$ cat config.mk
export PLATFORM = sky130hd
export DESIGN_NAME = four_by_four_ram_arbiter
export DESIGN_NICKNAME = d
export VERILOG_FILES = /design/src/rtl/four_by_four_ram_arb_pkg.sv /design/src/rtl/four_by_four_ram_arbiter_rr_arb2.sv /design/src/rtl/four_by_four_ram_arbiter.sv
export SDC_FILE = /design/constraint.sdc
export NUM_CORES = 1
export LEC_CHECK = 0
export ABC_AREA = 1
export CAP_MARGIN = 25
export CORE_UTILIZATION = 45
export CTS_CLUSTER_SIZE = 8
export DETAILED_ROUTE_END_ITERATION = 10
export DONT_BUFFER_PORTS = 1
export GPL_TIMING_DRIVEN = 0
export PLACE_DENSITY = 0.62
export SLEW_MARGIN = 20
export SYNTH_ARGS = -nofsm -noshare
export SYNTH_HDL_FRONTEND = slang
export SYNTH_HIERARCHICAL = 1
export SYNTH_SLANG_ARGS = --single-unit
export TNS_END_PERCENT = 30
$ cat constraint.sdc
create_clock -name clk -period 1.2 [get_ports clk]
set_input_delay 0.24 -clock clk [delete_from_list [all_inputs] [get_ports clk]]
set_output_delay 0.24 -clock clk [all_outputs]
set_load 0.01 [all_outputs]
$ cat src/rtl/four_by_four_ram_arb_pkg.sv
// four_by_four_ram_arb_pkg: shared state encoding and RAM op constants for the 4x4 RAM arbiter
package four_by_four_ram_arb_pkg;
  typedef enum logic [2:0] {IDLE, SETUP, STROBE, VSETUP, VSTROBE, DONE} state_e;
  localparam logic RD = 1'b1;
  localparam logic WR = 1'b0;
  localparam int CNT_W = 4;
endpackage

$ cat src/rtl/four_by_four_ram_arbiter_rr_arb2.sv
// rr_arb2: two-way round-robin arbiter; one-hot grant, pointer remembers the last served port
module rr_arb2 (
  input  logic       clk,
  input  logic       rst,
  input  logic [1:0] req,
  input  logic       en,
  output logic [1:0] gnt
);
  logic last_q, last_d;
  always_comb begin
    gnt = &req ? (last_q ? 2'b01 : 2'b10) : req;
    last_d = en && |req ? gnt[1] : last_q;
  end
  always_ff @(posedge clk) last_q <= rst ? 1'b1 : last_d;
endmodule

$ cat src/rtl/four_by_four_ram_arbiter.sv
// four_by_four_ram_arbiter: two-port setup/strobe/hold access sequencer for the unclocked 4x4 RAM.
// Define RAM_ARB_WR_VERIFY_EN to read back every write and flag mismatches on verify_err.
module four_by_four_ram_arbiter
  import four_by_four_ram_arb_pkg::*;
#(
  parameter int ADDR_W = 2,
  parameter int DATA_W = 4,
  parameter int STROBE_CYCLES = 1
) (
  input  logic              clk,
  input  logic              rst,
  input  logic              req0,
  input  logic              req1,
  input  logic              rd_wr0,
  input  logic              rd_wr1,
  input  logic [ADDR_W-1:0] addr0,
  input  logic [ADDR_W-1:0] addr1,
  input  logic [DATA_W-1:0] wr_data0,
  input  logic [DATA_W-1:0] wr_data1,
  output logic              gnt0,
  output logic              gnt1,
  output logic              done0,
  output logic              done1,
  output logic [DATA_W-1:0] rsp_data,
  output logic              verify_err,
  output logic              mem_en,
  output logic              rd_wr,
  output logic [ADDR_W-1:0] addr,
  output logic [DATA_W-1:0] wr_data,
  input  logic [DATA_W-1:0] rd_data
);
  localparam logic [CNT_W-1:0] CNT_LOAD = CNT_W'(STROBE_CYCLES - 1);
  state_e state_q, state_d;
  logic win_q, win_d, op_q, op_d, mem_en_q, mem_en_d, rd_wr_q, rd_wr_d, fin;
  logic [ADDR_W-1:0] addr_q, addr_d;
  logic [DATA_W-1:0] wr_data_q, wr_data_d, rsp_q, rsp_d;
  logic [CNT_W-1:0] cnt_q, cnt_d;
  logic [1:0] arb_gnt, gnt_q, gnt_d, done_q, done_d;
`ifdef RAM_ARB_WR_VERIFY_EN
  logic verr_q, verr_d;
`endif
  rr_arb2 u_arb (.clk(clk), .rst(rst), .req({req1, req0}), .en(state_q == IDLE), .gnt(arb_gnt));
  assign fin = cnt_q == '0;
  always_comb begin
    state_d = state_q;
    win_d = win_q;
    op_d = op_q;
    addr_d = addr_q;
    wr_data_d = wr_data_q;
    cnt_d = fin ? cnt_q : cnt_q - CNT_W'(1);
    mem_en_d = 1'b0;
    rd_wr_d = rd_wr_q;
    rsp_d = rsp_q;
    gnt_d = 2'b00;
`ifdef RAM_ARB_WR_VERIFY_EN
    verr_d = 1'b0;
`endif
    case (state_q)
      IDLE: begin
        rd_wr_d = RD;
        if (|arb_gnt) begin
          state_d = SETUP;
          win_d = arb_gnt[1];
          gnt_d = arb_gnt;
          op_d = arb_gnt[1] ? rd_wr1 : rd_wr0;
          addr_d = arb_gnt[1] ? addr1 : addr0;
          wr_data_d = arb_gnt[1] ? wr_data1 : wr_data0;
          rd_wr_d = op_d;
        end
      end
      SETUP: begin
        state_d = STROBE;
        mem_en_d = 1'b1;
        cnt_d = CNT_LOAD;
      end
      STROBE: begin
        mem_en_d = !fin;
        if (fin) begin
          rsp_d = op_q == RD ? rd_data : rsp_q;
`ifdef RAM_ARB_WR_VERIFY_EN
          state_d = op_q == RD ? DONE : VSETUP;
          rd_wr_d = RD;
`else
          state_d = DONE;
`endif
        end
      end
`ifdef RAM_ARB_WR_VERIFY_EN
      VSETUP: begin
        state_d = VSTROBE;
        mem_en_d = 1'b1;
        cnt_d = CNT_LOAD;
      end
      VSTROBE: begin
        mem_en_d = !fin;
        if (fin) begin
          rsp_d = rd_data;
          verr_d = rd_data != wr_data_q;
          state_d = DONE;
        end
      end
`endif
      DONE: begin
        state_d = IDLE;
        rd_wr_d = RD;
      end
      default: state_d = IDLE;
    endcase
    done_d = state_d == DONE ? {win_q, !win_q} : 2'b00;
  end
  always_ff @(posedge clk) begin
    if (rst) begin
      state_q <= IDLE;
      win_q <= 1'b0;
      op_q <= RD;
      mem_en_q <= 1'b0;
      rd_wr_q <= RD;
      addr_q <= '0;
      wr_data_q <= '0;
      rsp_q <= '0;
      cnt_q <= '0;
      gnt_q <= 2'b00;
      done_q <= 2'b00;
`ifdef RAM_ARB_WR_VERIFY_EN
      verr_q <= 1'b0;
`endif
    end else begin
      state_q <= state_d;
      win_q <= win_d;
      op_q <= op_d;
      mem_en_q <= mem_en_d;
      rd_wr_q <= rd_wr_d;
      addr_q <= addr_d;
      wr_data_q <= wr_data_d;
      rsp_q <= rsp_d;
      cnt_q <= cnt_d;
      gnt_q <= gnt_d;
      done_q <= done_d;
`ifdef RAM_ARB_WR_VERIFY_EN
      verr_q <= verr_d;
`endif
    end
  end
  assign {gnt1, gnt0} = gnt_q;
  assign {done1, done0} = done_q;
  assign rsp_data = rsp_q;
  assign mem_en = mem_en_q;
  assign rd_wr = rd_wr_q;
  assign addr = addr_q;
  assign wr_data = wr_data_q;
`ifdef RAM_ARB_WR_VERIFY_EN
  assign verify_err = verr_q;
`else
  assign verify_err = 1'b0;
`endif
endmodule

==> run metrics <==
status=finished clean; Seq/Total Area, Yosys=46.6%; Slew Viols, Final=0; vias in the first global route=891; global route total overflow=0; Leak Pwr=0.579 nW; antenna viol nets, final=0; row cnt=17; most frequent cell after synthesis=dfxtp_1; antenna fix cells=0; # DRC=0; IO Pins=39; Tmin final=1.15 ns; Via Count=861; DRT Pass-1 Iters=3; top-area cell type share of the netlist area=46.6%; top cells by count, synth=dfxtp_1 (26), nand2_1 (23), nand3_1 (17); met3 Usage GRT=4.09%; initial core utilization=49.1%; Worst VDD drop=0.885 mV; die area=2690 um^2; async set-reset flop share out of synthesis=0%; Post-Route Skew=0.00490 ns; Worst EP required=1.46 ns; CP startpoint kind=register; clk sinks=26; critical path endpoint category=register; Setup Viol. Count Final=0; PD cells=1440 nW/um^2; critical path data arrival time=1.41 ns; Total GRT Usage=17.1%; CTS tree=yes; GPL Wtd Cong=0.758; CTS buffer count=3; crit-path cells=nand2_2 -> and2_4 -> nor2_4 -> inv_2 -> nand2_4 -> nand3_2 -> o21ai_1; grt met2 use=33.5%; initial antenna violation count=0; Max Cap Viol=0; Avg Inst Size Synth=8.04 um^2; share of layout cells above drive strength 1=28.3%; Synthesis Warnings=6; largest net degree at the start of global routing=15; Syn-to-layout area delta=13.6%; met1 usage=16.2%; Syn Std Cell Area=1120 um^2; post-DR wirelength/cell=11.8 um; slowest CP cell=dfxtp_2; Final nets=169; CP max FO=8; clock slew at reported path FFs=0.14 ns; synth unique cells=26; root buffer cell=clkbuf_4; core area=2280 um^2; crit path kind=reg2reg; RSZ-0062 raised after global routing=true; DR vias/cell=4.98; Die Ht=51.8 um; pre-CTS setup slack=-0.0443 ns; Final Power=1.83 mW; syn nets=162; clk_lat worst skew=0.31 ns; number of synthesized flops with an enable pin=0; dominant cell type by area after synthesis=dfxtp_1; first-pass GRT wire length=3410 um; final hold vios=0; worst-case clock buffer depth=2; Fmax=870 MHz; Worst path max stage delay=0.37 ns; cells after synthesis=139; Die W=51.8 um; Most Crowded Layer GR=met2; dpl hpwl=1490 um; Routed WL=2040 um; Final Util=55.7%; setup ws final=0.0500 ns; H-Tree Depth=1; Area contributors post-synth=dfxtp_1 (47%), nand2_1 (7.7%), nand3_1 (7.6%); Min-Delay Path Class=in2reg; Yosys reg bits=26; post-route clock period utilization=95.8%; DR iter-0 viols=4; Port-buffer cells=0; Top FF cell, synth=dfxtp_1
==> registers in the layout, summed over array words and instances, names as in the netlist <==
| name | cells |
|---|---|
| cnt_q | 4 |
| rsp_data | 4 |
| wr_data | 4 |
| state_q | 3 |
| addr | 2 |
| done_q | 2 |
| gnt_q | 2 |
| mem_en | 1 |
| op_q | 1 |
| rd_wr | 1 |
| u_arb/last_q | 1 |
| win_q | 1 |
==> kinds of logic after synthesis <==
kind of cell | share of synthesized area [%]
simple gates | 29.3
flops | 46.6
buf+inv | 9.18
compound gates | 7.28
mux | 5.38
fa+ha+maj | 1.12
other cells | 0.336
xor+xnor | 0.784
==> path summary, 6_finish.rpt <==
kind	startpoint	endpoint	slack, ns	cells past startpoint
worst min-delay path	rst	u_arb/last_q	0.02	2
worst max-delay path	u_arb/last_q	win_q	0.05	7
worst max register to register	u_arb/last_q	win_q	0.05	7
worst min register to register	win_q	done_q[1]	0.47	2
==> power breakdown <==
group / switching (mW) / internal, mW
Combinational: 0.213 / 0.134
Sequential: 0.0895 / 0.951
Clock: 0.253 / 0.185
==> routing by layer <==
| metal | vias up | part of all wire, % |
|---|---|---|
| met1 | 388 | 39 |
| met4 | 0 | 0.78 |
| met3 | 2 | 4.9 |
| li1 | 447 | - |
| met2 | 24 | 55 |
| met5 | - | 0 |
==> through the flow <==
step | TNS, ns | hold slack (ns) | cells | area [um^2]
floorplan | 0 | 0.309 | 139 | 1120
global placement | -0.125 | 0.311 | 167 | 1150
detailed placement | -0.293 | 0.313 | 167 | 1150
CTS | -0.00295 | 0.00529 | 174 | 1210
global route | -0.216 | 0.00949 | 173 | 1270
finish | 0 | 0.0188 | 173 | 1270
==> cells in the final DEF (no fill, tap or decap), drive strengths merged <==
cell         instances
or2                  1
mux2i                6
nand3               19
nor2                17
clkbuf               4
nand4                1
xor2                 1
conb                 1
a21boi               1
a21oi                5
buf                  4
nand2               26
dlygate4sd3          1
inv                 21
ha                   1
dfxtp               26
o21ai                9
and2                 1
==> area by class of cell <==
type / instances / area [um^2]
multi-input combinational: 89 / 559
inverter: 21 / 78.8
timing repair buffer: 3 / 25.0
sequential: 26 / 522
tap: 28 / 35.0
buffer: 2 / 12.5
clock buffer: 4 / 36.3
fill: 221 / 1010
==> timing repair <==
action,4_1_cts,5_1_grt
gates resized for setup,2,16
pin swaps,4,4
hold buffers,1,0
setup buffers,2,0
setup endpoints to repair,12,19
endpoints found under the hold margin,2,0
==> worst max-delay path: cells and delay by family, from the launching register on <==
kind	cells	cell delay, ns
flip-flops	1	0.37
AND/OR/NAND/NOR	5	0.58
AO/OA/AOI/OAI	1	0.07
buffers and inverters	1	0.06
No activity file was read; power rests on OpenSTA's default activity.
